[config.mk]
export PLATFORM = sky130hd
export DESIGN_NAME = afpm_seq_ctrl
export DESIGN_NICKNAME = d
export VERILOG_FILES = /design/src/rtl/afpm_pkg.sv /design/src/rtl/afpm_lat_timer.sv /design/src/rtl/afpm_seq_ctrl.sv
export SDC_FILE = /design/constraint.sdc
export NUM_CORES = 1
export LEC_CHECK = 0
export CAP_MARGIN = 10
export CORE_ASPECT_RATIO = 1.75
export CORE_MARGIN = 2
export CORE_UTILIZATION = 45
export CTS_BUF_LIST = sky130_fd_sc_hd__clkbuf_16
export DETAILED_ROUTE_END_ITERATION = 10
export PLACE_DENSITY = 0.9
export SLEW_MARGIN = 30
export SYNTH_ARGS = -nofsm -noshare
export SYNTH_HDL_FRONTEND = slang
export SYNTH_SLANG_ARGS = --single-unit
[constraint.sdc]
create_clock -name clk -period 1.7 [get_ports clk]
set_input_delay 0.34 -clock clk [delete_from_list [all_inputs] [get_ports clk]]
set_output_delay 0.34 -clock clk [all_outputs]
set_load 0.02 [all_outputs]
[src/rtl/afpm_pkg.sv]
// Shared types and constants for the AFPM sequencing controller.
// Optional zero-operand bypass is enabled by defining AFPM_ZERO_BYPASS_EN.
package afpm_pkg;

  typedef enum logic [2:0] {
    ST_IDLE,
    ST_LOAD_HI,
    ST_FIRE,
    ST_WAIT,
    ST_OUT_LO,
    ST_OUT_HI
  } afpm_state_e;

  localparam int FP16_SIGN    = 15;
  localparam int FP16_EXP_MSB = 14;
  localparam int FP16_EXP_LSB = 10;
  localparam int FP16_MAN_MSB = 9;
  localparam int FP16_MAN_LSB = 0;

  localparam int LAT_W = 4;

  // Signed zero: everything below the sign bit is clear.
  function automatic logic fp16_is_zero(input logic [15:0] x);
    return x[FP16_EXP_MSB:FP16_MAN_LSB] == '0;
  endfunction

endpackage

[src/rtl/afpm_lat_timer.sv]
// Loadable down-counter that flags the last cycle of the multiplier latency.
module afpm_lat_timer
  import afpm_pkg::*;
#(
  parameter int W = LAT_W
) (
  input  logic         clk,
  input  logic         rst,
  input  logic         load_i,
  input  logic [W-1:0] load_val_i,
  input  logic         dec_i,
  output logic         done_o
);

  logic [W-1:0] cnt_q;

  always_ff @(posedge clk) begin
    if (rst) begin
      cnt_q <= '0;
    end else if (load_i) begin
      cnt_q <= load_val_i;
    end else if (dec_i && (cnt_q != '0)) begin
      cnt_q <= cnt_q - 1'b1;
    end
  end

  // Terminal count is 1: the product is valid in the cycle the count reads 1.
  assign done_o = (cnt_q == W'(1));

endmodule

[src/rtl/afpm_seq_ctrl.sv]
// Byte-serial operand assembly, multiplier launch/wait and byte-serial result return.
// Define AFPM_ZERO_BYPASS_EN to short-circuit zero operands without firing the multiplier.
//
// state    | meaning
// ---------+----------------------------------------------
// IDLE     | waiting for low operand bytes
// LOAD_HI  | waiting for high operand bytes
// FIRE     | multiplier start pulse, latency timer loaded
// WAIT     | counting down multiplier latency
// OUT_LO   | presenting result low byte
// OUT_HI   | presenting result high byte
module afpm_seq_ctrl
  import afpm_pkg::*;
#(
  parameter int MUL_LAT = 2
) (
  input  logic        clk,
  input  logic        rst,
  input  logic        in_valid,
  output logic        in_ready,
  input  logic [7:0]  a_byte,
  input  logic [7:0]  b_byte,
  output logic [15:0] mul_a,
  output logic [15:0] mul_b,
  output logic        mul_go,
  input  logic [15:0] mul_p,
  output logic        out_valid,
  input  logic        out_ready,
  output logic [7:0]  out_byte,
  output logic        out_hi,
  output logic        busy
);

  afpm_state_e state_q, state_d;
  logic [15:0] a_q, a_d, b_q, b_d, r_q, r_d;
  logic        mul_go_q, mul_go_d;
  logic        out_valid_q, out_valid_d;
  logic        out_hi_q, out_hi_d;
  logic [7:0]  out_byte_q, out_byte_d;
  logic        tmr_load, tmr_dec, tmr_done;
  logic        bypass;

  afpm_lat_timer #(.W(LAT_W)) u_lat_timer (
    .clk        (clk),
    .rst        (rst),
    .load_i     (tmr_load),
    .load_val_i (LAT_W'(MUL_LAT)),
    .dec_i      (tmr_dec),
    .done_o     (tmr_done)
  );

  always_comb begin
    state_d     = state_q;
    a_d         = a_q;
    b_d         = b_q;
    r_d         = r_q;
    mul_go_d    = 1'b0;
    out_valid_d = out_valid_q;
    out_hi_d    = out_hi_q;
    out_byte_d  = out_byte_q;
    tmr_load    = 1'b0;
    tmr_dec     = 1'b0;
    bypass      = 1'b0;
`ifdef AFPM_ZERO_BYPASS_EN
    bypass = fp16_is_zero(a_q) || fp16_is_zero(b_q);
`endif
    case (state_q)
      ST_IDLE: begin
        if (in_valid) begin
          a_d[7:0] = a_byte;
          b_d[7:0] = b_byte;
          state_d  = ST_LOAD_HI;
        end
      end
      ST_LOAD_HI: begin
        if (in_valid) begin
          a_d[15:8] = a_byte;
          b_d[15:8] = b_byte;
          state_d   = ST_FIRE;
          // mul_go is registered, so the bypass decision is made on the assembled operands here.
`ifdef AFPM_ZERO_BYPASS_EN
          mul_go_d = !(fp16_is_zero(a_d) || fp16_is_zero(b_d));
`else
          mul_go_d = 1'b1;
`endif
        end
      end
      ST_FIRE: begin
        tmr_load = 1'b1;
        if (bypass || (MUL_LAT == 0)) begin
          r_d         = bypass ? {a_q[FP16_SIGN] ^ b_q[FP16_SIGN], 15'b0} : mul_p;
          state_d     = ST_OUT_LO;
          out_valid_d = 1'b1;
          out_hi_d    = 1'b0;
          out_byte_d  = r_d[7:0];
        end else begin
          state_d = ST_WAIT;
        end
      end
      ST_WAIT: begin
        tmr_dec = 1'b1;
        if (tmr_done) begin
          r_d         = mul_p;
          state_d     = ST_OUT_LO;
          out_valid_d = 1'b1;
          out_hi_d    = 1'b0;
          out_byte_d  = mul_p[7:0];
        end
      end
      ST_OUT_LO: begin
        if (out_ready) begin
          state_d    = ST_OUT_HI;
          out_hi_d   = 1'b1;
          out_byte_d = r_q[15:8];
        end
      end
      ST_OUT_HI: begin
        if (out_ready) begin
          state_d     = ST_IDLE;
          out_valid_d = 1'b0;
          out_hi_d    = 1'b0;
        end
      end
      default: state_d = ST_IDLE;
    endcase
  end

  always_ff @(posedge clk) begin
    if (rst) begin
      state_q     <= ST_IDLE;
      a_q         <= '0;
      b_q         <= '0;
      r_q         <= '0;
      mul_go_q    <= 1'b0;
      out_valid_q <= 1'b0;
      out_hi_q    <= 1'b0;
      out_byte_q  <= '0;
    end else begin
      state_q     <= state_d;
      a_q         <= a_d;
      b_q         <= b_d;
      r_q         <= r_d;
      mul_go_q    <= mul_go_d;
      out_valid_q <= out_valid_d;
      out_hi_q    <= out_hi_d;
      out_byte_q  <= out_byte_d;
    end
  end

  assign mul_a     = a_q;
  assign mul_b     = b_q;
  assign mul_go    = mul_go_q;
  assign out_valid = out_valid_q;
  assign out_hi    = out_hi_q;
  assign out_byte  = out_byte_q;
  assign in_ready  = (state_q == ST_IDLE) || (state_q == ST_LOAD_HI);
  assign busy      = (state_q != ST_IDLE);

endmodule

After elaboration in Yosys (flattened, before gate mapping)
Index checks and enable logic that the tools add are counted.

$add $sub $neg: 1. Equality and inequality tests: 11. Mux-type cells: 20. Bitwise logic cells: 1. Reductions and logical operators: 18.

Operators by type and width (number): $pmux W3 S6 (1); $mux W8 (2); $pmux W8 S2 (1); $mux W3 (5); $ne A2 B2 Y1 const B (5); $mux W1 (7); $eq A3 B2 Y1 const B (2); $eq A3 B3 Y1 const B (2); $reduce_and A2 Y1 (3); $reduce_and A3 Y1 (2); $reduce_bool A2 Y1 (3); $reduce_bool A3 Y1 (2); $reduce_and A5 Y1 (1); $eq A4 B1 Y1 const B (1); $mux W2 (2); $reduce_and A4 Y1 (1); $reduce_bool A4 Y1 (1); $reduce_or A2 Y1 (2); $sub A4 B1 Y4 const B (1); $eq A3 B1 Y1 const B (1); $logic_not A3 Y1 (1); $pmux W1 S3 (1); $pmux W1 S2 (1); $logic_and A1 B1 Y1 (1); other kinds (2) (2).

Bits in registers: 66. Output and inout bits: 45.

Depth between registers and ports, before layout
Gate-level depths: netlist of run 1.

Word-level depth: 5. Gate-level depth with buffers: 6. Depth with buffers taken out: 5.

Hierarchy
A second synthesis of run 1 with hierarchy kept.

Cells, all modules: 302. Area, all modules: 2528.7 sq um.

By module, submodules not included: afpm_seq_ctrl (times used 1, cells each 269, area each 2242.2 sq um); afpm_lat_timer (times used 1, cells each 33, area each 286.5 sq um).

Worst setup path after synthesis of run 1
OpenSTA, ideal clock, no wires.

Path kind: register -> register. From: register u_lat_timer.cnt_q[0]. To: register u_lat_timer.cnt_q[0]. Data arrival time: 1396 ps. Slack: 218 ps. Stages on the path, launching flop included: 6. Cells stage by stage: dfxtp_1 inv_1 ha_1 nor3b_1 or4_1 a221oi_2.

Cells in the longest elaborated chain, start to end: 2. Elaborated cells on any way between the ends: 3. Those cells by class: add/sub: 1; reduce/logical: 2.

RTL lines: from (decl) (line afpm_lat_timer.sv:15) `logic [W-1:0] cnt_q;`; from (signal assigned) (line afpm_lat_timer.sv:21) `cnt_q <= load_val_i;`; from (signal assigned) (line afpm_lat_timer.sv:23) `cnt_q <= cnt_q - 1'b1;`; parallel branches: the longest is 2 deep, another holds $sub A4 B1 Y4.

Parallel ways; which one is timed is not known. A chain may end at the register's enable or synchronous reset.

Worst setup path in the final report of run 1
From: register b_q[13], in the netlist mul_b[13]. To: output port mul_b[13].

RTL lines: from (decl) (line afpm_seq_ctrl.sv:35) `logic [15:0] a_q, a_d, b_q, b_d, r_q, r_d;`; from (signal assigned) (line afpm_seq_ctrl.sv:132) `b_q <= '0;`; from (signal assigned) (line afpm_seq_ctrl.sv:141) `b_q <= b_d;`; to (decl) (line afpm_seq_ctrl.sv:24) `output logic [15:0] mul_b,`.

No word-level cell between the ends.

==> impl_summary.log, run 1 <==
INFO  metric postSynthNetCount = roughly 320
INFO  metric achievable-frequency = 0.614 GHz
INFO  metric numPortBuffers = 80
INFO  metric max_cap_viol_count = 0
INFO  metric route.detailed.vias_per_inst = around 5.6
INFO  metric setup.worst_path.start_class = register
INFO  metric dp_cells = between 400 and 500
INFO  metric synthesis.area = approximately 0.0024 mm^2
INFO  metric synthesis.instances = between 200 and 300
INFO  metric grt.overflow.total = 0
INFO  metric worstHoldPathCells = 2
INFO  metric slew_viol_final = 0
INFO  metric grt_setup_unrepaired = no
INFO  metric layoutNonFillerInstCount = about 420
INFO  metric share_comb_of_total_power = 17.4%
INFO  metric routedLengthMet1 = roughly 2400 um
INFO  metric synth_ff_type = sky130_fd_sc_hd__dfxtp_1
INFO  metric finalCoreUtilization = 69.1%
INFO  metric seq_power_share = 38.1%
INFO  metric ys_seq_elements = just under 60
INFO  metric power_switching = a little over 1 mW
INFO  metric synth_xor_area_share = 0.362%
INFO  metric cts_tree = done
INFO  metric power.internal = between 2 and 3 mW
INFO  metric p_clk_share = between 40% and 50%
INFO  metric critical_path.max_fanout = 2
INFO  metric hp-class = register to register
INFO  metric initial_core_util = 46.4%
INFO  metric detailedPlace.worstSlack = -0.0311 ns
INFO  metric power.leakage = 1.28 nW
INFO  metric dpl.hpwl = 4630 um
INFO  metric grt_pass1_vias = between 2000 and 2500
INFO  metric final_design_area_no_fill = 0.00360 mm^2
INFO  metric clkSinkCount = just under 60
INFO  metric criticalPathCategory = register to output port
INFO  metric final_period_minus_worst_setup_slack = around 1.6 ns
INFO  metric synth-compound-area-share = 16.8%
INFO  metric outcome = finished, final reports clean
INFO  metric synth-adder-area-share = under 10%
INFO  metric finalWeightedCongestion = between 0.7 and 0.8
INFO  metric tritoncts.num_buffers = 9
INFO  metric ioPinCount = 81
INFO  metric max_slew.worst_pin.slew = 0.448 ns
INFO  metric reg2reg_depth = 5
INFO  metric final.setup.worst_slack = around 0.07 ns
INFO  metric detailroute.wirelength.met3 = roughly 310 um
INFO  metric switching_share = 26.0%
INFO  metric die_w = 59.4 um
INFO  metric path_cells = clkdlybuf4s50_1
INFO  metric timing.critical_path.slowest_stage_cell = sky130_fd_sc_hd__clkdlybuf4s50_1
INFO  metric cts-htree-levels = 3
INFO  metric cts_resized = 2
INFO  metric number_of_violations_reported_at_the_end_of_detailed_routing_iteration_0 = 90
INFO  metric synth_cell_types = 36
INFO  metric r2r-start = u_lat_timer.cnt_q[0]$_SDFFE_PP0P_
INFO  metric drt_drc_violations_left = 0
INFO  metric clk-insertion-delay-late = roughly 0.32 ns
INFO  metric tightest_hold_margin = 0.450 ns
INFO  metric cp_num_buf_inv = 1
INFO  metric reg_to_reg_setup_timing_slack = approximately 0.08 ns
INFO  metric dieArea = about 0.006 mm^2
INFO  metric area_grow_syn2layout = 49.0%
INFO  metric top_layer_used = met4
INFO  metric setup_viol = 0
INFO  metric ys_warn_count = 0
INFO  metric placeableCoreArea = about 0.0052 mm^2
INFO  metric report.power.total = 3.87 mW
INFO  metric avgRoutedWirePerCell = 15.8 um
INFO  metric n_antenna_cell = 0
INFO  metric grt_start_max_net_pins = 25
INFO  metric start_point_of_the_worst_hold_path = mul_b[10]$_SDFFE_PP0P_
INFO  metric worst_hold_path.endpoint = mul_b[10]$_SDFFE_PP0P_
INFO  metric dominant_combinational_cell_family_by_area_after_synthesis = simple AND/OR/NAND/NOR gates
INFO  metric worstSetupPathDepth = 1
INFO  metric drt-total-wl = 6700 um
INFO  metric die_y = about 100 um
INFO  metric cts_hold_buffers = 0
INFO  metric synth-edff-count = 0
INFO  metric clock-skew-final = between 0.005 and 0.006 ns
INFO  metric critPathCaptureType = output port
INFO  metric placedInstanceArea = around 0.0033 mm^2
INFO  metric post-cts-setup-buffer-count = 0
INFO  metric postSynthAreaPerCell = roughly 8.7 um^2
INFO  metric wl_met2 = ~3800 um
INFO  metric power_density = 1080 mW/mm^2
INFO  metric finalNetCount = 401
INFO  metric worst_ir_drop_vdd = a little under 0.001 V
INFO  metric share_of_synthesized_flip_flops_with_an_asynchronous_set_or_reset = 0%
INFO  metric drt_pre_antenna_iters = 4
INFO  metric routed-via-count = 2368
INFO  metric critPathRequiredTime = roughly 1.4 ns
INFO  metric grt.total_usage = a little under a quarter
INFO  metric tcrit_tclk_final = a little over nine tenths
INFO  metric timing.setup.tns = 0 ns
INFO  metric row_count = 35
INFO  metric final_ant_viol_nets = 0
INFO  metric critical-path-top-delay-family = buffers and inverters
INFO  metric regToRegEndpoint = u_lat_timer.cnt_q[0]$_SDFFE_PP0P_
INFO  metric root_buffer = sky130_fd_sc_hd__clkbuf_16
INFO  metric bufs_on_longest_clock_path = 2
INFO  metric ys_seq_area_share = between 40% and 50%
INFO  metric grt_pass1_wl = roughly 11000 um
INFO  metric post_synth_mux_area_share = about 5.0%
INFO  metric max-slew-margin-rel = a little over two thirds
INFO  metric worst_setup_hold_path_clk_slew = around 0.050 ns
INFO  metric timing.critical_path.arrival = ~1.3 ns
INFO  metric timing.final.hold_violations = 0
INFO  metric post_synth_and_or_nand_nor_area_fraction = approximately 23%
INFO  metric drive_above_1_share = 11.7%
INFO  metric antenna_found_initial = 0
INFO  metric cpPeakStageDelay = between 0.6 and 0.7 ns
-- worst max path at each step --
| stage | from | end | slack [ns] |
|---|---|---|---|
| 6_report | mul_b[13]$_SDFFE_PP0P_ | mul_b[13] | 0.07 |
| 5_1_grt | u_lat_timer.cnt_q[0]$_SDFFE_PP0P_ | u_lat_timer.cnt_q[0]$_SDFFE_PP0P_ | 0.01 |
| 4_1_cts | out_hi$_SDFFE_PP0P_ | out_hi | 0.07 |
| 3_5_place_dp | in_valid | mul_a[5]$_SDFFE_PP0P_ | -0.03 |
| 3_3_place_gp | in_valid | mul_b[0]$_SDFFE_PP0P_ | -0.02 |
| 2_1_floorplan | u_lat_timer.cnt_q[0]$_SDFFE_PP0P_ | u_lat_timer.cnt_q[0]$_SDFFE_PP0P_ | 0.22 |
-- Yosys cell counts (all sizes together) (2+ instances only) --
| master | count | share of area, % |
|---|---|---|
| nand2 | 67 | 11 |
| a21oi | 44 | 9.1 |
| nor2 | 10 | 1.6 |
| mux2i | 12 | 5.0 |
| a221oi | 11 | 4.2 |
| or3 | 2 | 0.52 |
| buf | 10 | 3.1 |
| and4bb | 3 | 1.6 |
| nand3b | 4 | 1.2 |
| ha | 2 | 1.0 |
| nor3b | 2 | 0.83 |
| dfxtp | 58 | 48 |
| or3b | 3 | 1.1 |
| inv | 5 | 0.98 |
| nand3 | 8 | 1.7 |
| o31ai | 2 | 0.62 |
| o21ai | 9 | 1.9 |
| nand4bb | 2 | 0.93 |
| clkbuf | 13 | 2.0 |
-- metal layers --
| layer | track usage (%) | vias to the layer above |
|---|---|---|
| met5 | 0 | - |
| met4 | 14.5 | 0 |
| met3 | 4.62 | 22 |
| met2 | 42.9 | 84 |
| met1 | 23.3 | 1125 |
| li1 | - | 1137 |
-- state kept, by name (all words and copies together) (netlist names) --
| register | cells |
|---|---|
| mul_a | 16 |
| state_q | 3 |
| out_byte | 8 |
| out_hi | 1 |
| mul_go | 1 |
| mul_b | 16 |
| r_q | 8 |
| u_lat_timer.cnt_q | 4 |
| out_valid | 1 |
-- layout make-up --
| class | instances | area (um^2) |
|---|---|---|
| inverters | 5 | 23.8 |
| multi-input cells | 192 | 1110 |
| flip-flops and latches | 58 | 1160 |
| clock buffers | 9 | 225 |
| fillers | 382 | 1610 |
| repair buffers | 97 | 946 |
| well taps | 55 | 68.8 |
| clock inverters | 7 | 61.3 |
-- power groups by stage --
stage,clock (mW),sequential [mW],combinational (mW)
4_1_cts,1.74,1.47,0.676
6_report,1.72,1.47,0.675
2_1_floorplan,0,1.57,0.277
5_1_grt,1.79,1.48,0.728
3_3_place_gp,0,1.50,0.657
3_5_place_dp,0,1.50,0.674
-- cells in the final DEF, fill, tap and decap left out, types with 3 or more instances in the layout --
master,n
sky130_fd_sc_hd__a21oi_1,44
sky130_fd_sc_hd__a221oi_1,10
sky130_fd_sc_hd__and4bb_2,3
sky130_fd_sc_hd__buf_4,15
sky130_fd_sc_hd__clkbuf_16,9
sky130_fd_sc_hd__clkdlybuf4s50_1,77
sky130_fd_sc_hd__dfxtp_1,58
sky130_fd_sc_hd__inv_1,5
sky130_fd_sc_hd__mux2i_1,12
sky130_fd_sc_hd__nand2_1,66
sky130_fd_sc_hd__nand3_1,8
sky130_fd_sc_hd__nand3b_1,4
sky130_fd_sc_hd__nor2_1,10
sky130_fd_sc_hd__o21ai_0,9
sky130_fd_sc_hd__or3b_2,3
-- logic make-up after synthesis --
logic type                 Yosys count
and+or+nand+nor                    108
DFF                                 58
muxes                               12
buffers and inverters               28
adders and majority gates            2
AOI/OAI and AO/OA                   69
xor gates and xnor gates             1
(Power assumes the default switching activity.)
==> run 2: changes to the inputs <==
--- a/config.mk
+++ b/config.mk
@@ -8,11 +8,12 @@
 export CAP_MARGIN = 10
 export CORE_ASPECT_RATIO = 1.75
 export CORE_MARGIN = 2
-export CORE_UTILIZATION = 45
+export CORE_UTILIZATION = 46
 export CTS_BUF_LIST = sky130_fd_sc_hd__clkbuf_16
 export DETAILED_ROUTE_END_ITERATION = 10
-export PLACE_DENSITY = 0.9
+export PLACE_DENSITY = 0.8
 export SLEW_MARGIN = 30
 export SYNTH_ARGS = -nofsm -noshare
 export SYNTH_HDL_FRONTEND = slang
+export SYNTH_HIERARCHICAL = 1
 export SYNTH_SLANG_ARGS = --single-unit
==> impl_summary.log, run 2 <==
INFO  metric tritoncts.num_buffers = 9
INFO  metric root_buffer = sky130_fd_sc_hd__clkbuf_16
INFO  metric final_ant_viol_nets = 0
INFO  metric area_grow_syn2layout = 52.1%
INFO  metric routed-via-count = 2427
INFO  metric power.leakage = ~1.4 nW
INFO  metric worstHoldPathCells = 2
INFO  metric drive_above_1_share = between 15 and 20%
INFO  metric report.power.total = roughly 4.0 mW
INFO  metric ys_seq_elements = 58
INFO  metric cts_tree = done
INFO  metric critPathRequiredTime = between 1.5 and 2 ns
INFO  metric synthesis.instances = 302
INFO  metric ys_seq_area_share = 45.9%
INFO  metric worst_setup_hold_path_clk_slew = ~0.05 ns
INFO  metric worst_ir_drop_vdd = between 0.0006 and 0.0007 V
INFO  metric ioPinCount = 81
INFO  metric netlist.top_cell.by_area = sky130_fd_sc_hd__dfxtp_1
INFO  metric placeableCoreArea = ~0.0053 mm^2
INFO  metric tcrit_tclk_final = a little over nine tenths
INFO  metric grt_pass1_wl = just over 10000 um
INFO  metric grt.overflow.total = 0
INFO  metric numPortBuffers = 80
INFO  metric avgRoutedWirePerCell = between 10 and 15 um
INFO  metric synth.most_common_cell = sky130_fd_sc_hd__nand2_1
INFO  metric timing.final.hold_violations = 0
INFO  metric netlist_top_cells_count = sky130_fd_sc_hd__nand2_1, sky130_fd_sc_hd__dfxtp_1, sky130_fd_sc_hd__a21oi_1
INFO  metric clkSinkCount = 58
INFO  metric final_period_minus_worst_setup_slack = 1.65 ns
INFO  metric drt_pre_antenna_iters = 4
INFO  metric r2r-start = u_lat_timer/cnt_q[0]$_SDFFE_PP0P_
INFO  metric synth_cell_types = 45
INFO  metric worst_hold_path.endpoint = out_hi$_SDFFE_PP0P_
INFO  metric finalWeightedCongestion = approximately 0.77
INFO  metric slew_viol_final = 0
INFO  metric critPathCaptureType = register
INFO  metric timing.setup.tns = 0 ns
INFO  metric synthesis.area = around 0.0025 mm^2
INFO  metric netlist_top_cells_area = sky130_fd_sc_hd__dfxtp_1, sky130_fd_sc_hd__nand2_1, sky130_fd_sc_hd__a21oi_1, sky130_fd_sc_hd__a221oi_2, sky130_fd_sc_hd__a22oi_1
INFO  metric outcome = finished, final reports clean
INFO  metric post-cts-setup-buffer-count = 0
INFO  metric drt_drc_violations_left = 0
INFO  metric mostFrequentLayoutCells = sky130_fd_sc_hd__nand2_1, sky130_fd_sc_hd__clkdlybuf4s50_1, sky130_fd_sc_hd__dfxtp_1
INFO  metric max_slew.worst_pin.slew = approximately 0.50 ns
INFO  metric setup.worst_path.start_class = register
INFO  metric synth-edff-count = 0
INFO  metric layout.cells.most_common = sky130_fd_sc_hd__nand2_1
INFO  metric reg2reg_depth = 5
INFO  metric grt_start_max_net_pins = 54
INFO  metric hp-class = input port to register
INFO  metric clk-insertion-delay-late = between 0.3 and 0.4 ns
INFO  metric route.detailed.vias_per_inst = a little over 5
INFO  metric yosys.area.top_type_share = between 40% and 50%
INFO  metric bufs_on_longest_clock_path = 2
INFO  metric die_y = around 100 um
INFO  metric postSynthAreaPerCell = between 8 and 9 um^2
INFO  metric synth_ff_type = sky130_fd_sc_hd__dfxtp_1
INFO  metric power_density = ~1100 mW/mm^2
INFO  metric drt-total-wl = 6490 um
INFO  metric antenna_found_initial = 0
INFO  metric reg_to_reg_setup_timing_slack = 0.05 ns
INFO  metric setup_viol = 0
INFO  metric ys_warn_count = 6
INFO  metric row_count = 35
INFO  metric max-slew-margin-rel = 66.7%
INFO  metric start_point_of_the_worst_hold_path = rst
INFO  metric achievable-frequency = around 0.6 GHz
INFO  metric n_antenna_cell = 0
INFO  metric cts-htree-levels = 3
INFO  metric critical_path.max_fanout = 6
INFO  metric regToRegEndpoint = u_lat_timer/cnt_q[0]$_SDFFE_PP0P_
INFO  metric share_of_synthesized_flip_flops_with_an_asynchronous_set_or_reset = 0%
INFO  metric clock-skew-final = 0.00681 ns
INFO  metric criticalPathCategory = register to register
INFO  metric dpl.hpwl = about 4500 um
INFO  metric dieArea = 0.00613 mm^2
INFO  metric grt.total_usage = between 20% and 30%
INFO  metric timing.critical_path.arrival = ~1.9 ns
INFO  metric number_of_violations_reported_at_the_end_of_detailed_routing_iteration_0 = approximately 120
INFO  metric max_cap_viol_count = 0
INFO  metric finalNetCount = roughly 430
INFO  metric grt_setup_unrepaired = yes
INFO  metric grt_pass1_vias = 2272
INFO  metric die_w = 60.0 um
INFO  metric cts_hold_buffers = 0
INFO  metric initial_core_util = 47.7%
[run 2: what timing repair did]
item | CTS | global route
endpoints found under the setup margin | 2 | 16
pin swaps | 0 | 2
gates resized for setup | 3 | 12
[run 2: worst max path at each step]
stage	to	from	slack (ns)	depth (start not counted)
after detailed placement	mul_b[3]$_SDFFE_PP0P_	in_valid	-0.12	5
final	u_lat_timer/cnt_q[0]$_SDFFE_PP0P_	u_lat_timer/cnt_q[0]$_SDFFE_PP0P_	0.05	5
after CTS	busy	state_q[1]$_SDFFE_PP0P_	0.02	2
after global placement	mul_b[2]$_SDFFE_PP0P_	in_valid	-0.07	5
after floorplan	u_lat_timer/cnt_q[0]$_SDFFE_PP0P_	state_q[1]$_SDFFE_PP0P_	0.009	8
after global routing	u_lat_timer/cnt_q[0]$_SDFFE_PP0P_	u_lat_timer/cnt_q[1]$_SDFFE_PP0P_	-0.03	5
[run 2: report_power, final]
part / total (mW) / internal (mW) / switching (mW)
Clock: 1.74 / 1.13 / 0.618
Sequential: 1.50 / 1.45 / 0.0543
Combinational: 0.803 / 0.387 / 0.416
Total: 4.05 / 2.96 / 1.09
[run 2: kinds of logic after synthesis]
| group | Yosys count | share of synthesized area [%] |
|---|---|---|
| and+or+nand+nor | 131 | 25.3 |
| AOI/OAI and AO/OA | 70 | 19.4 |
| DFF | 58 | 45.9 |
| buffers and inverters | 36 | 6.73 |
| adders and majority gates | 2 | 0.989 |
| other | 2 | 0.297 |
| muxes | 2 | 0.989 |
| xor gates and xnor gates | 1 | 0.346 |
[run 2: through the flow]
step / hold slack, ns / utilization, % / cell area, um^2 / setup slack (ns) / instances
after floorplan: 0.419 / - / 2540 / 0.00932 / 304
after global placement: 0.440 / 66.4 / 3520 / -0.0665 / 454
after detailed placement: 0.448 / 66.4 / 3520 / -0.118 / 454
after CTS: 0.353 / 72.0 / 3810 / 0.0215 / 470
after global routing: 0.393 / 72.6 / 3840 / -0.0282 / 470
final: 0.370 / 72.6 / 3840 / 0.0482 / 470
[run 2: final cells by class]
cell class                 count  area [um^2]
clock buffer                   9          225
clock inverter                 7         70.1
fill                         399         1450
inverter                      12         45.0
multi-input combinational    210         1250
sequential                    58         1160
tap                           74         92.6
timing repair buffer         100          995
[run 2: per-layer routing]
layer | part of all wire (%) | vias to the layer above | routed length (um) | global-route usage (%)
met5 | 0 | - | 0 | 0
met1 | 38 | 1143 | 2480 | 23.6
met4 | 1.8 | 0 | 116 | 8.38
li1 | - | 1199 | - | -
met2 | 55 | 72 | 3550 | 39.3
met3 | 5.3 | 13 | 341 | 6.58
[run 2: critical path, stage by stage (launching register included)]
cell and delay (ns):
sky130_fd_sc_hd__dfxtp_2 0.34, sky130_fd_sc_hd__inv_2 0.07, sky130_fd_sc_hd__ha_2 0.19, sky130_fd_sc_hd__or3b_4 0.43, sky130_fd_sc_hd__and3_1 0.18, sky130_fd_sc_hd__or3_1 0.33
==> run 3: changes to the inputs <==
--- a/config.mk
+++ b/config.mk
@@ -6,12 +6,14 @@
 export NUM_CORES = 1
 export LEC_CHECK = 0
 export CAP_MARGIN = 10
-export CORE_ASPECT_RATIO = 1.75
+export CELL_PAD_IN_SITES_DETAIL_PLACEMENT = 0
+export CELL_PAD_IN_SITES_GLOBAL_PLACEMENT = 2
+export CORE_ASPECT_RATIO = 1.2
 export CORE_MARGIN = 2
-export CORE_UTILIZATION = 46
+export CORE_UTILIZATION = 26
 export CTS_BUF_LIST = sky130_fd_sc_hd__clkbuf_16
 export DETAILED_ROUTE_END_ITERATION = 10
-export PLACE_DENSITY = 0.8
+export PLACE_DENSITY_LB_ADDON = 0.1
 export SLEW_MARGIN = 30
 export SYNTH_ARGS = -nofsm -noshare
 export SYNTH_HDL_FRONTEND = slang
==> constraint.sdc (replaced) <==
create_clock -name clk -period 1.6 [get_ports clk]
set_input_delay 0.32 -clock clk [delete_from_list [all_inputs] [get_ports clk]]
set_output_delay 0.32 -clock clk [all_outputs]
set_load 0.02 [all_outputs]
==> impl_summary.log, run 3 (synthesized netlist as in run 2, its figures left out) <==
INFO  metric outcome = finished, final reports clean
INFO  metric finalWeightedCongestion = 0.710
INFO  metric bufs_on_longest_clock_path = 2
INFO  metric tightest_hold_margin = 0.408 ns
INFO  metric tcrit_tclk_final = around 100%
INFO  metric drt_pre_antenna_iters = 4
INFO  metric cts_hold_buffers = 0
INFO  metric dpl.hpwl = about 5000 um
INFO  metric power_density = roughly 1100 mW/mm^2
INFO  metric max_cap_viol_count = 0
INFO  metric grt_pass1_wl = 11700 um
INFO  metric grt.total_usage = between 10% and 20%
INFO  metric grt.overflow.total = 0
INFO  metric final_period_minus_worst_setup_slack = 1.60 ns
INFO  metric criticalPathCategory = register to register
INFO  metric layout.cells.most_common = sky130_fd_sc_hd__nand2_1
INFO  metric die_y = between 100 and 150 um
INFO  metric grt_pass1_vias = around 2300
INFO  metric setup.worst_path.start_class = register
INFO  metric row_count = 39
INFO  metric grt_setup_unrepaired = yes
INFO  metric area_grow_syn2layout = 63.0%
INFO  metric grt_start_max_net_pins = 34
INFO  metric drive_above_1_share = 21.8%
INFO  metric slew_viol_final = 0
INFO  metric critPathCaptureType = register
INFO  metric n_antenna_cell = 0
INFO  metric worst_setup_hold_path_clk_slew = roughly 0.050 ns
INFO  metric hp-class = input port to register
INFO  metric placeableCoreArea = 0.00952 mm^2
INFO  metric power.leakage = 2.03 nW
INFO  metric clkSinkCount = 58
INFO  metric clk-insertion-delay-late = ~0.32 ns
INFO  metric reg2reg_depth = 5
INFO  metric routed-via-count = about 2300
INFO  metric dieArea = 0.0105 mm^2
INFO  metric achievable-frequency = between 0.6 and 0.7 GHz
INFO  metric route.detailed.vias_per_inst = approximately 4.4
INFO  metric critPathRequiredTime = roughly 1.8 ns
INFO  metric drt-total-wl = roughly 7000 um
INFO  metric initial_core_util = between 20% and 30%
INFO  metric tritoncts.num_buffers = 9
INFO  metric number_of_violations_reported_at_the_end_of_detailed_routing_iteration_0 = 63
INFO  metric avgRoutedWirePerCell = around 13 um
INFO  metric mostFrequentLayoutCells = sky130_fd_sc_hd__nand2_1, sky130_fd_sc_hd__dfxtp_1, sky130_fd_sc_hd__a21oi_1
INFO  metric ioPinCount = 81
INFO  metric worst_ir_drop_vdd = between 0.0006 and 0.0007 V
INFO  metric timing.critical_path.arrival = roughly 1.8 ns
INFO  metric drt_drc_violations_left = 0
INFO  metric cts_tree = done
INFO  metric timing.final.hold_violations = 0
INFO  metric worstHoldPathCells = 3
INFO  metric numPortBuffers = 80
INFO  metric setup_viol = 0
INFO  metric root_buffer = sky130_fd_sc_hd__clkbuf_16
INFO  metric report.power.total = 4.49 mW
INFO  metric final_ant_viol_nets = 0
INFO  metric critical_path.max_fanout = 6
INFO  metric antenna_found_initial = 0
INFO  metric cts-htree-levels = 3
INFO  metric clock-skew-final = 0.00799 ns
INFO  metric finalNetCount = ~440
INFO  metric die_w = ~94 um
## run 3: cell types whose count changed in the layout (fill, tap and decap cells not counted), moves of 2 or more
cell,before,now
sky130_fd_sc_hd__a22oi_2,0,6
sky130_fd_sc_hd__clkinvlp_4,3,0
sky130_fd_sc_hd__buf_6,0,4
sky130_fd_sc_hd__dlymetal6s2s_1,0,26
sky130_fd_sc_hd__a21oi_1,43,41
sky130_fd_sc_hd__a22oi_1,7,1
sky130_fd_sc_hd__nor2_4,0,2
sky130_fd_sc_hd__clkdlybuf4s50_1,77,36
sky130_fd_sc_hd__a21oi_2,0,2
sky130_fd_sc_hd__buf_4,16,27
sky130_fd_sc_hd__dlygate4sd2_1,1,15
## run 3: worst paths after layout
kind / startpoint / to / slack [ns]
max: u_lat_timer/cnt_q[0]$_SDFFE_PP0P_ / u_lat_timer/cnt_q[0]$_SDFFE_PP0P_ / 0.0004
min reg2reg: mul_a[5]$_SDFFE_PP0P_ / mul_a[5]$_SDFFE_PP0P_ / 0.45
min: rst / u_lat_timer/cnt_q[1]$_SDFFE_PP0P_ / 0.41
max reg2reg: u_lat_timer/cnt_q[0]$_SDFFE_PP0P_ / u_lat_timer/cnt_q[0]$_SDFFE_PP0P_ / 0.0004
## run 3: worst max-delay path, stage by stage (launching register included)
cell and delay, ns:
sky130_fd_sc_hd__dfxtp_2 0.34, sky130_fd_sc_hd__inv_2 0.06, sky130_fd_sc_hd__ha_2 0.16, sky130_fd_sc_hd__or3b_4 0.41, sky130_fd_sc_hd__and3_4 0.18, sky130_fd_sc_hd__or3_1 0.33
## run 3: per-layer routing
layer	wire (um)	track usage, %	part of all wire, %
met1	3250	18.6	46
met2	3310	22.2	47
met3	387	3.69	5.5
met4	80	5.22	1.1
met5	0	0	0
## run 3: power by group
part	internal, mW	total (mW)	leakage, nW	switching [mW]
Sequential	1.54	1.59	0.473	0.0578
Combinational	0.426	0.884	1.41	0.458
Clock	1.34	2.01	0.153	0.664
## run 3: cell type report
type,count,area [um^2]
clock inverters,6,82.6
repair buffers,114,1140
fillers,969,5390
well taps,123,154
flip-flops and latches,58,1160
inverters,12,45.0
clock buffers,9,225
multi-input cells,210,1310
## run 3: timing repair
item | in CTS | in global routing
pin swaps | 0 | 1
setup buffers | 1 | 0
endpoints found under the setup margin | 27 | 48
resized for setup | 32 | 44
## run 3: stage by stage
step / instance area, um^2 / TNS, ns / instances / util, % / setup WS [ns]
after floorplan: 2570 / 0 / 304 / - / 0.000319
after global placement: 3680 / -6.59 / 516 / 38.7 / -0.216
after detailed placement: 3680 / -6.77 / 516 / 38.7 / -0.214
after CTS: 4000 / 0 / 532 / 42.1 / 0.00148
after global routing: 4120 / -0.204 / 532 / 43.3 / -0.0383
final: 4120 / 0 / 532 / 43.3 / 0.000444
